File: src/rtl/lcd_pattern_gen.sv
// ---------------------------------------------------------------------------
// lcd_pattern_gen
//   RGB565 test-pattern generator for the LCD display path. Takes pixel
//   coordinates and a data request from the LCD timing driver. One cycle
//   later it returns a registered pixel from one of six patterns:
//     0 colour bars, 1 checkerboard, 2 horizontal ramp, 3 vertical ramp,
//     4 grid, 5 bouncing box (6/7 reserved, black).
//   The pattern select is latched only at frame start, so a frame never tears.
//
// Ports
//   lcd_pclk     in   pixel clock, rising edge
//   rst_n        in   asynchronous active-low reset
//   data_req     in   pixel request for (pixel_xpos, pixel_ypos) this cycle
//   pixel_xpos   in   [10:0] active-area column
//   pixel_ypos   in   [10:0] active-area row
//   mode         in   [2:0] requested pattern, sampled at frame start
//   pixel_data   out  [15:0] RGB565 pixel, one cycle after the request
//   pixel_valid  out  registered copy of data_req
// ---------------------------------------------------------------------------
module lcd_pattern_gen #(
  parameter int H_DISP     = 800,
  parameter int V_DISP     = 480,
  parameter int BAR_NUM    = 8,
  parameter int CHECK_LOG2 = 5,
  parameter int BOX_SIZE   = 32
) (
  input  logic        lcd_pclk,
  input  logic        rst_n,
  input  logic        data_req,
  input  logic [10:0] pixel_xpos,
  input  logic [10:0] pixel_ypos,
  input  logic [2:0]  mode,
  output logic [15:0] pixel_data,
  output logic        pixel_valid
);

  typedef enum logic [2:0] {
    PAT_BARS  = 3'd0,
    PAT_CHECK = 3'd1,
    PAT_HRAMP = 3'd2,
    PAT_VRAMP = 3'd3,
    PAT_GRID  = 3'd4,
    PAT_BOX   = 3'd5,
    PAT_RSV6  = 3'd6,
    PAT_RSV7  = 3'd7
  } pat_e;

  localparam logic [15:0] WHITE   = 16'hFFFF;
  localparam logic [15:0] YELLOW  = 16'hFFE0;
  localparam logic [15:0] CYAN    = 16'h07FF;
  localparam logic [15:0] GREEN   = 16'h07E0;
  localparam logic [15:0] MAGENTA = 16'hF81F;
  localparam logic [15:0] RED     = 16'hF800;
  localparam logic [15:0] BLUE    = 16'h001F;
  localparam logic [15:0] BLACK   = 16'h0000;

  localparam logic [10:0] BAR_W_M1 = 11'((H_DISP / BAR_NUM) - 1);
  localparam logic [2:0]  BAR_LAST = 3'(BAR_NUM - 1);
  localparam logic [10:0] H_LAST   = 11'(H_DISP - 1);
  localparam logic [10:0] V_LAST   = 11'(V_DISP - 1);
  localparam logic [10:0] BOX_XLIM = 11'(H_DISP - BOX_SIZE);
  localparam logic [10:0] BOX_YLIM = 11'(V_DISP - BOX_SIZE);
  localparam logic [11:0] BOX_SZ12 = 12'(BOX_SIZE);

  function automatic logic [15:0] bar_color(input logic [2:0] idx);
    case (idx)
      3'd0:    return WHITE;
      3'd1:    return YELLOW;
      3'd2:    return CYAN;
      3'd3:    return GREEN;
      3'd4:    return MAGENTA;
      3'd5:    return RED;
      3'd6:    return BLUE;
      default: return BLACK;
    endcase
  endfunction

  // Takes coordinate bits [7:2]; the 5-bit fields reuse the top five of them.
  function automatic logic [15:0] ramp565(input logic [5:0] v);
    return {v[5:1], v, v[5:1]};
  endfunction

  // One bounce step along an axis: returns {dir_next, pos_next}.
  function automatic logic [11:0] axis_step(input logic [10:0] pos,
                                            input logic        dir,
                                            input logic [10:0] lim);
    if (!dir) begin
      if (pos == lim) return {1'b1, pos - 11'd1};
      else            return {1'b0, pos + 11'd1};
    end else begin
      if (pos == 11'd0) return {1'b0, pos + 11'd1};
      else              return {1'b1, pos - 11'd1};
    end
  endfunction

  pat_e        mode_q;
  logic [2:0]  bar_idx_q;
  logic [10:0] bar_cnt_q;
  logic [10:0] box_x_q, box_y_q;
  logic        dir_x_q, dir_y_q;
  logic [15:0] pix_p1;
  logic        vld_p1;

  logic        frame_start, line_start, box_hit;
  pat_e        mode_cur;
  logic [2:0]  bar_idx_cur;
  logic [10:0] bar_cnt_cur;
  logic [11:0] step_x, step_y;
  logic [15:0] pix_p0;

  // Stage p0: decode request, advance bar counters, evaluate the pattern
  always_comb begin
    frame_start = data_req && (pixel_xpos == 11'd0) && (pixel_ypos == 11'd0);
    line_start  = data_req && (pixel_xpos == 11'd0);
    mode_cur    = frame_start ? pat_e'(mode) : mode_q;

    // Counters describe the current pixel, so the first pixel of bar k
    // lands exactly on x = k*W.
    bar_idx_cur = bar_idx_q;
    bar_cnt_cur = bar_cnt_q;
    if (line_start) begin
      bar_idx_cur = 3'd0;
      bar_cnt_cur = 11'd0;
    end else if (data_req) begin
      if ((bar_cnt_q == BAR_W_M1) && (bar_idx_q < BAR_LAST)) begin
        bar_idx_cur = bar_idx_q + 3'd1;
        bar_cnt_cur = 11'd0;
      end else begin
        bar_cnt_cur = bar_cnt_q + 11'd1;
      end
    end

    box_hit = ({1'b0, pixel_xpos} >= {1'b0, box_x_q}) &&
              ({1'b0, pixel_xpos} <  ({1'b0, box_x_q} + BOX_SZ12)) &&
              ({1'b0, pixel_ypos} >= {1'b0, box_y_q}) &&
              ({1'b0, pixel_ypos} <  ({1'b0, box_y_q} + BOX_SZ12));

    step_x = axis_step(box_x_q, dir_x_q, BOX_XLIM);
    step_y = axis_step(box_y_q, dir_y_q, BOX_YLIM);

    pix_p0 = BLACK;
    if (data_req) begin
      case (mode_cur)
        PAT_BARS:  pix_p0 = bar_color(bar_idx_cur);
        PAT_CHECK: pix_p0 = (pixel_xpos[CHECK_LOG2] ^ pixel_ypos[CHECK_LOG2]) ? WHITE : BLACK;
        PAT_HRAMP: pix_p0 = ramp565(pixel_xpos[7:2]);
        PAT_VRAMP: pix_p0 = ramp565(pixel_ypos[7:2]);
        PAT_GRID:  pix_p0 = ((pixel_xpos[3:0] == 4'd0) || (pixel_ypos[3:0] == 4'd0) ||
                             (pixel_xpos == H_LAST) || (pixel_ypos == V_LAST)) ? WHITE : BLACK;
        PAT_BOX:   pix_p0 = box_hit ? RED : BLUE;
        default:   pix_p0 = BLACK;
      endcase
    end
  end

  // Stage p1: registered pixel output and per-frame state
  always_ff @(posedge lcd_pclk or negedge rst_n) begin
    if (!rst_n) begin
      mode_q    <= PAT_BARS;
      bar_idx_q <= 3'd0;
      bar_cnt_q <= 11'd0;
      box_x_q   <= 11'd0;
      box_y_q   <= 11'd0;
      dir_x_q   <= 1'b0;
      dir_y_q   <= 1'b0;
      pix_p1    <= BLACK;
      vld_p1    <= 1'b0;
    end else begin
      pix_p1    <= pix_p0;
      vld_p1    <= data_req;
      bar_idx_q <= bar_idx_cur;
      bar_cnt_q <= bar_cnt_cur;
      // Box moves once per frame, after the frame-start pixel used the old position.
      if (frame_start) begin
        mode_q  <= mode_cur;
        dir_x_q <= step_x[11];
        box_x_q <= step_x[10:0];
        dir_y_q <= step_y[11];
        box_y_q <= step_y[10:0];
      end
    end
  end

  assign pixel_data  = pix_p1;
  assign pixel_valid = vld_p1;

endmodule

File: config.mk
export PLATFORM = sky130hd
export DESIGN_NAME = lcd_pattern_gen
export DESIGN_NICKNAME = d
export VERILOG_FILES = /design/src/rtl/lcd_pattern_gen.sv
export SDC_FILE = /design/constraint.sdc
export NUM_CORES = 1
export LEC_CHECK = 0
export CAP_MARGIN = 0
export CORE_UTILIZATION = 30
export CTS_CLUSTER_DIAMETER = 100
export CTS_CLUSTER_SIZE = 12
export DETAILED_ROUTE_END_ITERATION = 10
export PLACE_DENSITY = 0.51
export SYNTH_ARGS = -nofsm -noshare
export SYNTH_HDL_FRONTEND = slang
export SYNTH_SLANG_ARGS = --single-unit
File: constraint.sdc
create_clock -name lcd_pclk -period 4.1 [get_ports lcd_pclk]
set_clock_uncertainty 0.2 [all_clocks]
set_input_delay 0.82 -clock lcd_pclk [delete_from_list [all_inputs] [get_ports lcd_pclk]]
set_output_delay 0.82 -clock lcd_pclk [all_outputs]
set_load 0.02 [all_outputs]
== After elaboration in Yosys (flattened, before gate mapping) ==
Cells that the tools add are included.

* Flip-flop bits (word level): 58
* Input bits: 28
* Logic and storage cells: 76

* Add/sub/neg operators: 8
* $lt $le $gt $ge: 5
* Equal/unequal tests: 16
* Multiplexer cells: 19
* Bitwise logic cells: 1
* Reduce and logical (&&, ||, !) cells: 18

{| class="wikitable"
|+ Operators by type and width
! operator !! count
|-
| $pmux W16 S7 || 1
|-
| $pmux W16 S6 || 1
|-
| $mux W12 || 6
|-
| $mux W16 || 4
|-
| $logic_not A11 Y1 || 4
|-
| $add A11 B1 Y11 const B || 3
|-
| $mux W11 || 3
|-
| $add A11 B6 Y12 const B || 2
|-
| $lt A11 B12 Y1 || 2
|-
| $eq A11 B10 Y1 const B || 2
|-
| $eq A11 B9 Y1 const B || 2
|-
| $ge A11 B11 Y1 || 2
|-
| $sub A11 B1 Y11 const B || 2
|-
| $eq A3 B3 Y1 const B || 5
|-
| $eq A3 B2 Y1 const B || 4
|-
| $mux W3 || 4
|-
| $eq A11 B7 Y1 const B || 1
|-
| $logic_not A4 Y1 || 2
|-
| $eq A3 B1 Y1 const B || 2
|-
| $logic_and A1 B1 Y1 || 6
|-
| $logic_not A3 Y1 || 2
|-
| $add A3 B1 Y3 const B || 1
|-
| $logic_or A1 B1 Y1 || 3
|-
| $lt A3 B3 Y1 const B || 1
|-
| 2 further kinds || 2
|}

== Longest topological paths before layout ==
* Depth after elaboration: 9
* Gate-level depth with buffers: 12
* Depth with buffers taken out: 11

== Least setup slack after synthesis ==
OpenSTA, ideal clock, no wires.

* Kind: reg-to-reg
* Start: register box_y_q[6]
* End: register pix_p1[14], in the netlist pixel_data[14]
* Setup time: 0.078 ns
* Arrival time: 2.454 ns
* Path slack: 1.368 ns
* Cell stages (with the launch flop): 13
* Buffers on the path: 1
* Clock period less this slack: 2.732 ns
* Cell sequence: dfrtp_1 > clkbuf_1 > inv_1 > ha_1 > inv_1 > ha_1 > o21a_1 > o31ai_1 > a21oi_1 > a2111oi_0 > o32a_1 > a31oi_1 > a21oi_1

* Longest elaborated chain between the ends: 6
* Elaborated cells on any way between the ends: 8
* Classes of those cells: add/sub (1); order compare (2); mux (3); reduce/logical (2)

{| class="wikitable"
|+ Ends and longest elaborated chain
! item !! RTL line !! text
|-
| from (decl) || 99 || <nowiki>logic [10:0] box_x_q, box_y_q;</nowiki>
|-
| from (signal assigned) || 179 || <nowiki>box_y_q <= step_y[10:0];</nowiki>
|-
| $add A11 B6 Y12 or $ge A11 B11 Y1 (tied branches) || 136, 135 ||
|-
| $lt A11 B12 Y1 or $logic_and A1 B1 Y1 (tied branches) || 136, 134 ||
|-
| $logic_and A1 B1 Y1 * || 135 || <nowiki>({1'b0, pixel_ypos} >= {1'b0, box_y_q}) &&</nowiki>
|-
| $mux W16 * || 150 || <nowiki>PAT_BOX: pix_p0 = box_hit ? RED : BLUE;</nowiki>
|-
| $pmux W16 S6 * || 143 || <nowiki>case (mode_cur)</nowiki>
|-
| $mux W16 * || 142 || <nowiki>if (data_req) begin</nowiki>
|-
| via pix_p0[14] || 109 || <nowiki>logic [15:0] pix_p0;</nowiki>
|-
| to (signal assigned) || 169 || <nowiki>pix_p1 <= pix_p0;</nowiki>
|-
| to (decl) || 101 || <nowiki>logic [15:0] pix_p1;</nowiki>
|}

Mark *: on every way through the listed nets, which the timed path passes. The rest lies on a longest branch.
A chain may end at the register's enable or synchronous reset.

== Final worst setup path ==
* Start: input port pixel_xpos[0]
* End: register pix_p1[9], in the netlist pixel_data[9]

* Longest elaborated chain between the ends: 7
* Elaborated cells on any way between the ends: 27
* Classes of those cells: eq/ne (12); mux (6); reduce/logical (9)

{| class="wikitable"
|+ Ends and longest elaborated chain
! item !! RTL line !! text
|-
| from (decl) || 30 || <nowiki>input logic [10:0] pixel_xpos,</nowiki>
|-
| $logic_not A11 Y1 or $logic_not A4 Y1 (tied branches) || 113, 114, 148 ||
|-
| $logic_and A1 B1 Y1 or $logic_or A1 B1 Y1 (tied branches) || 113, 114, 148 ||
|-
| $mux W3, or another cell as far along || 121 || <nowiki>if (line_start) begin</nowiki>
|-
| $eq A3 B3 Y1, or another cell as far along || 66 || <nowiki>case (idx)</nowiki>
|-
| $pmux W16 S7, or another cell as far along || 66 ||
|-
| $pmux W16 S6 * || 143 ||
|-
| $mux W16 * || 142 ||
|-
| via pix_p0[9] || 109 ||
|}

Marks and branches as above.

==> summary.md <==
| Metric | Value |
|---|---|
| Clock slew at reported path FFs | `0.06 ns` |
| Slew Limit Fails | `0` |
| Hpwl dp | `9.08 mm` |
| Total clock sinks | `58` |
| Dpl cell area | `0.00502 mm^2` |
| Fraction of registers with async set/reset | `100%` |
| Fillers | `1,419` |
| Period utilization | `84.9%` |
| Seq. cell area | `0.00145 mm^2` |
| Psw | `0.496 mW` |
| Setup repair after global routing missed its margin | `no` |
| Synth unique cells | `65` |
| Overall Global Routing Usage | `17.0%` |
| Layout cells sized above 1 | `7.35%` |
| DIE HEIGHT | `123 um` |
| Syn_nets | `569` |
| Finished Core Util | `37.8%` |
| Synth area leaders | `dfrtp_1 33%, ha_1 13%, xnor2_1 5.4%` |
| Met3 GRT Util | `3.41%` |
| Clk root buf | `clkbuf_16` |
| Sw Ratio | `28.3%` |
| Routed wire length | `11.7 mm` |
| Nets | `613` |
| Initial antenna violation count | `0` |
| Slew HR | `25.4%` |
| Skew-Pair Late Insertion Delay | `0.34 ns` |
| Total internal power | `1.25 mW` |
| Global-route track usage on met2 | `27.3%` |
| Post_cts resized | `0` |
| Sequential share of power | `38.7%` |
| Chip width | `123 um` |
| Grt ovf | `0` |
| Crit-path cells | `clkdlybuf4s50_1 -> nor4_2 -> and3_1 -> nand2_2 -> mux2i_1 -> o21ai_1 -> a21oi_1` |
| Mapped cell area | `0.00439 mm^2` |
| Antenna Nets Post-Route | `0` |
| Pin count of the biggest net entering global routing | `36` |
| Clk buf depth | `2` |
| Data arrival, critical path | `3.44 ns` |
| Simple-gate share of the synthesized area | `21.4%` |
| Adder-cell share of the synthesized area | `13.1%` |
| Hold slack final | `0.260 ns` |
| Most frequent cells in the layout | `58 x dfrtp_1, 46 x ha_1, 43 x clkdlybuf4s50_1` |
| Synth Area in Compound Gates | `19.6%` |
| Logic pwr share | `17.5%` |
| Initial core utilization | `31.1%` |
| Initial detailed-routing violation count | `266` |
| Vias | `3,844` |
| Via density | `5.31` |
| Largest family of logic cells by synthesized area | `simple AND/OR/NAND/NOR gates` |
| Met1 Use GR | `22.1%` |
| Slew @ Worst Pin | `1.11 ns` |
| FF+latch count, synth | `58` |
| H-tree levels | `3` |
| Crit path kind | `in2reg` |
| P_leak | `2.13 nW` |
| Routed length per instance | `16.2 um` |
| CP required | `4.06 ns` |
| Max-cap viol count | `0` |
| Worst hold path type | `in2async` |
| Setup TNS | `0 ns` |
| Ys flop type | `dfrtp_1` |
| Run status | `complete, no violations` |
| TritonCTS buffer count | `9` |
| Synthesized instance count | `495` |
| CP Launch Type | `primary input` |
| Ys Warns | `0` |
| Remaining DRCs | `0` |
| Crit path time final | `3.48 ns` |
| Fin. Hold Viols | `0` |
| Clock power share | `43.8%` |
| Port Buf Inserts | `44` |
| Non-filler cells, final | `724` |
| Max frequency | `0.287 GHz` |
| # IOs | `45` |
| Die area | `0.0151 mm^2` |
| Area occupied by multi-input gates | `0.00273 mm^2` |
| Leading cell type in the layout, fill and taps excluded | `dfrtp_1` |
| Hold Buf Count CTS | `0` |
| Post-synth EDFFs | `0` |
| Post-Layout Inst Area | `0.00532 mm^2` |
| Power Density | `329 mW/mm^2` |
| Post-CTS Setup Bufs | `0` |
| CTS tree | `yes` |
| Diodes inserted | `0` |
| Final setup violation count | `0` |
| Inst Count DP | `708` |
| Max stage delay on crit path | `0.88 ns` |
| Top-area cell type share of the netlist area | `33.1%` |
| Gpl congestion | `0.886` |
| Yosys top cell by area | `dfrtp_1` |
| Core area | `0.0141 mm^2` |
| Drt pass-1 iters | `4` |
| Synth Area in XOR/XNOR | `5.99%` |
| Number of global-route vias before repair | `3,830` |
| Register area share after synthesis | `33.1%` |
| Slowest CP cell | `o21ai_1` |
| First-pass GRT wire length | `19.7 mm` |
| Post-synthesis mux area share | `2.11%` |
| # rows | `43` |
| Area grow syn2layout | `21.3%` |
| Setup crit end kind | `flip-flop` |
| Crit Path Max Fanout | `16` |
| Maximum vdd ir drop | `0.297 mV` |
| GR peak layer | `met2` |
| Syn avg cell area | `8.87 um^2` |
worst max-delay path: cells and delay by family:
kind / cells / cell delay [ns]
AND/OR/NAND/NOR: 3 / 1.00
multiplexers: 1 / 0.20
AO/OA/AOI/OAI: 2 / 0.97
buffers and inverters: 1 / 0.45
layout make-up:
type | count | area share [%]
Sequential cell | 58 | 27.3
Multi-Input combinational cell | 386 | 51.3
Timing Repair Buffer | 51 | 9.17
Inverter | 33 | 2.33
Clock buffer | 10 | 4.49
Clock inverter | 6 | 1.25
Tap cell | 180 | 4.23
Yosys cell counts, drive strengths merged (2+ instances only):
library cell	instances
inv	33
xor2	3
nand2b	2
a21o	3
or3	3
nor3	20
nand4b	3
mux2i	7
nand3	31
clkbuf	10
nand2	36
ha	46
and4	2
a211oi	4
o21ba	2
o22ai	2
nor3b	2
o21ai	26
nor2b	6
nor4b	4
nor4	8
or4	2
o21a	5
xnor2	27
nand3b	2
mux2	2
buf	8
a31oi	14
nand4	11
a22oi	7
o31ai	4
nor2	31
o41ai	5
o2bb2ai	5
o21bai	2
a2111oi	2
and3	8
dfrtp	58
a21oi	33
o32ai	2
sequential cells by signal, summed over array words and instances, names as in the netlist:
signal,count
pixel_valid,1
pixel_data,16
box_x_q,11
mode_q,3
bar_idx_q,3
dir_x_q,1
dir_y_q,1
box_y_q,11
bar_cnt_q,11
layer usage:
| layer | vias up | wire (um) |
|---|---|---|
| met5 | - | 0 |
| li1 | 1914 | - |
| met1 | 1832 | 5490 |
| met4 | 0 | 316 |
| met2 | 76 | 5500 |
| met3 | 22 | 404 |
logic make-up after synthesis:
| family | Yosys count |
|---|---|
| XOR/XNOR | 30 |
| AO/OA/AOI/OAI | 127 |
| adder cells (fa/ha/maj) | 46 |
| flip-flops | 58 |
| buffers and inverters | 51 |
| AND/OR/NAND/NOR | 174 |
| multiplexers | 9 |
through the flow:
| stage | worst slack, ns | total power [mW] |
|---|---|---|
| floorplan | 1.37 | 0.863 |
| global placement | 0.332 | 0.992 |
| detailed placement | 0.328 | 0.998 |
| CTS | 0.668 | 1.78 |
| global route | 0.397 | 1.84 |
| finish | 0.618 | 1.75 |
final timing paths:
check,from,endpoint,slack [ns],cells past startpoint
max in group asynchronous,rst_n,box_x_q[9]$_DFFE_PN0N_,2.54,2
max,pixel_xpos[0],pixel_data[9]$_DFF_PN0_,0.62,7
min in group lcd_pclk,box_y_q[10]$_DFFE_PN0N_,box_y_q[10]$_DFFE_PN0N_,0.30,1
min,rst_n,pixel_valid$_DFF_PN0_,0.26,1
max reg2reg,box_y_q[6]$_DFFE_PN0N_,pixel_data[14]$_DFF_PN0_,0.97,11
min reg2reg,box_y_q[10]$_DFFE_PN0N_,box_y_q[10]$_DFFE_PN0N_,0.30,1
power by group through the flow:
stage	Clock (mW)	Sequential, mW	Combinational (mW)
finish	0.766	0.678	0.307
global route	0.807	0.686	0.349
CTS	0.788	0.678	0.311
detailed placement	0	0.689	0.309
global placement	0	0.686	0.306
floorplan	0	0.692	0.171
Note: power is estimated with default switching activity, not from simulation.
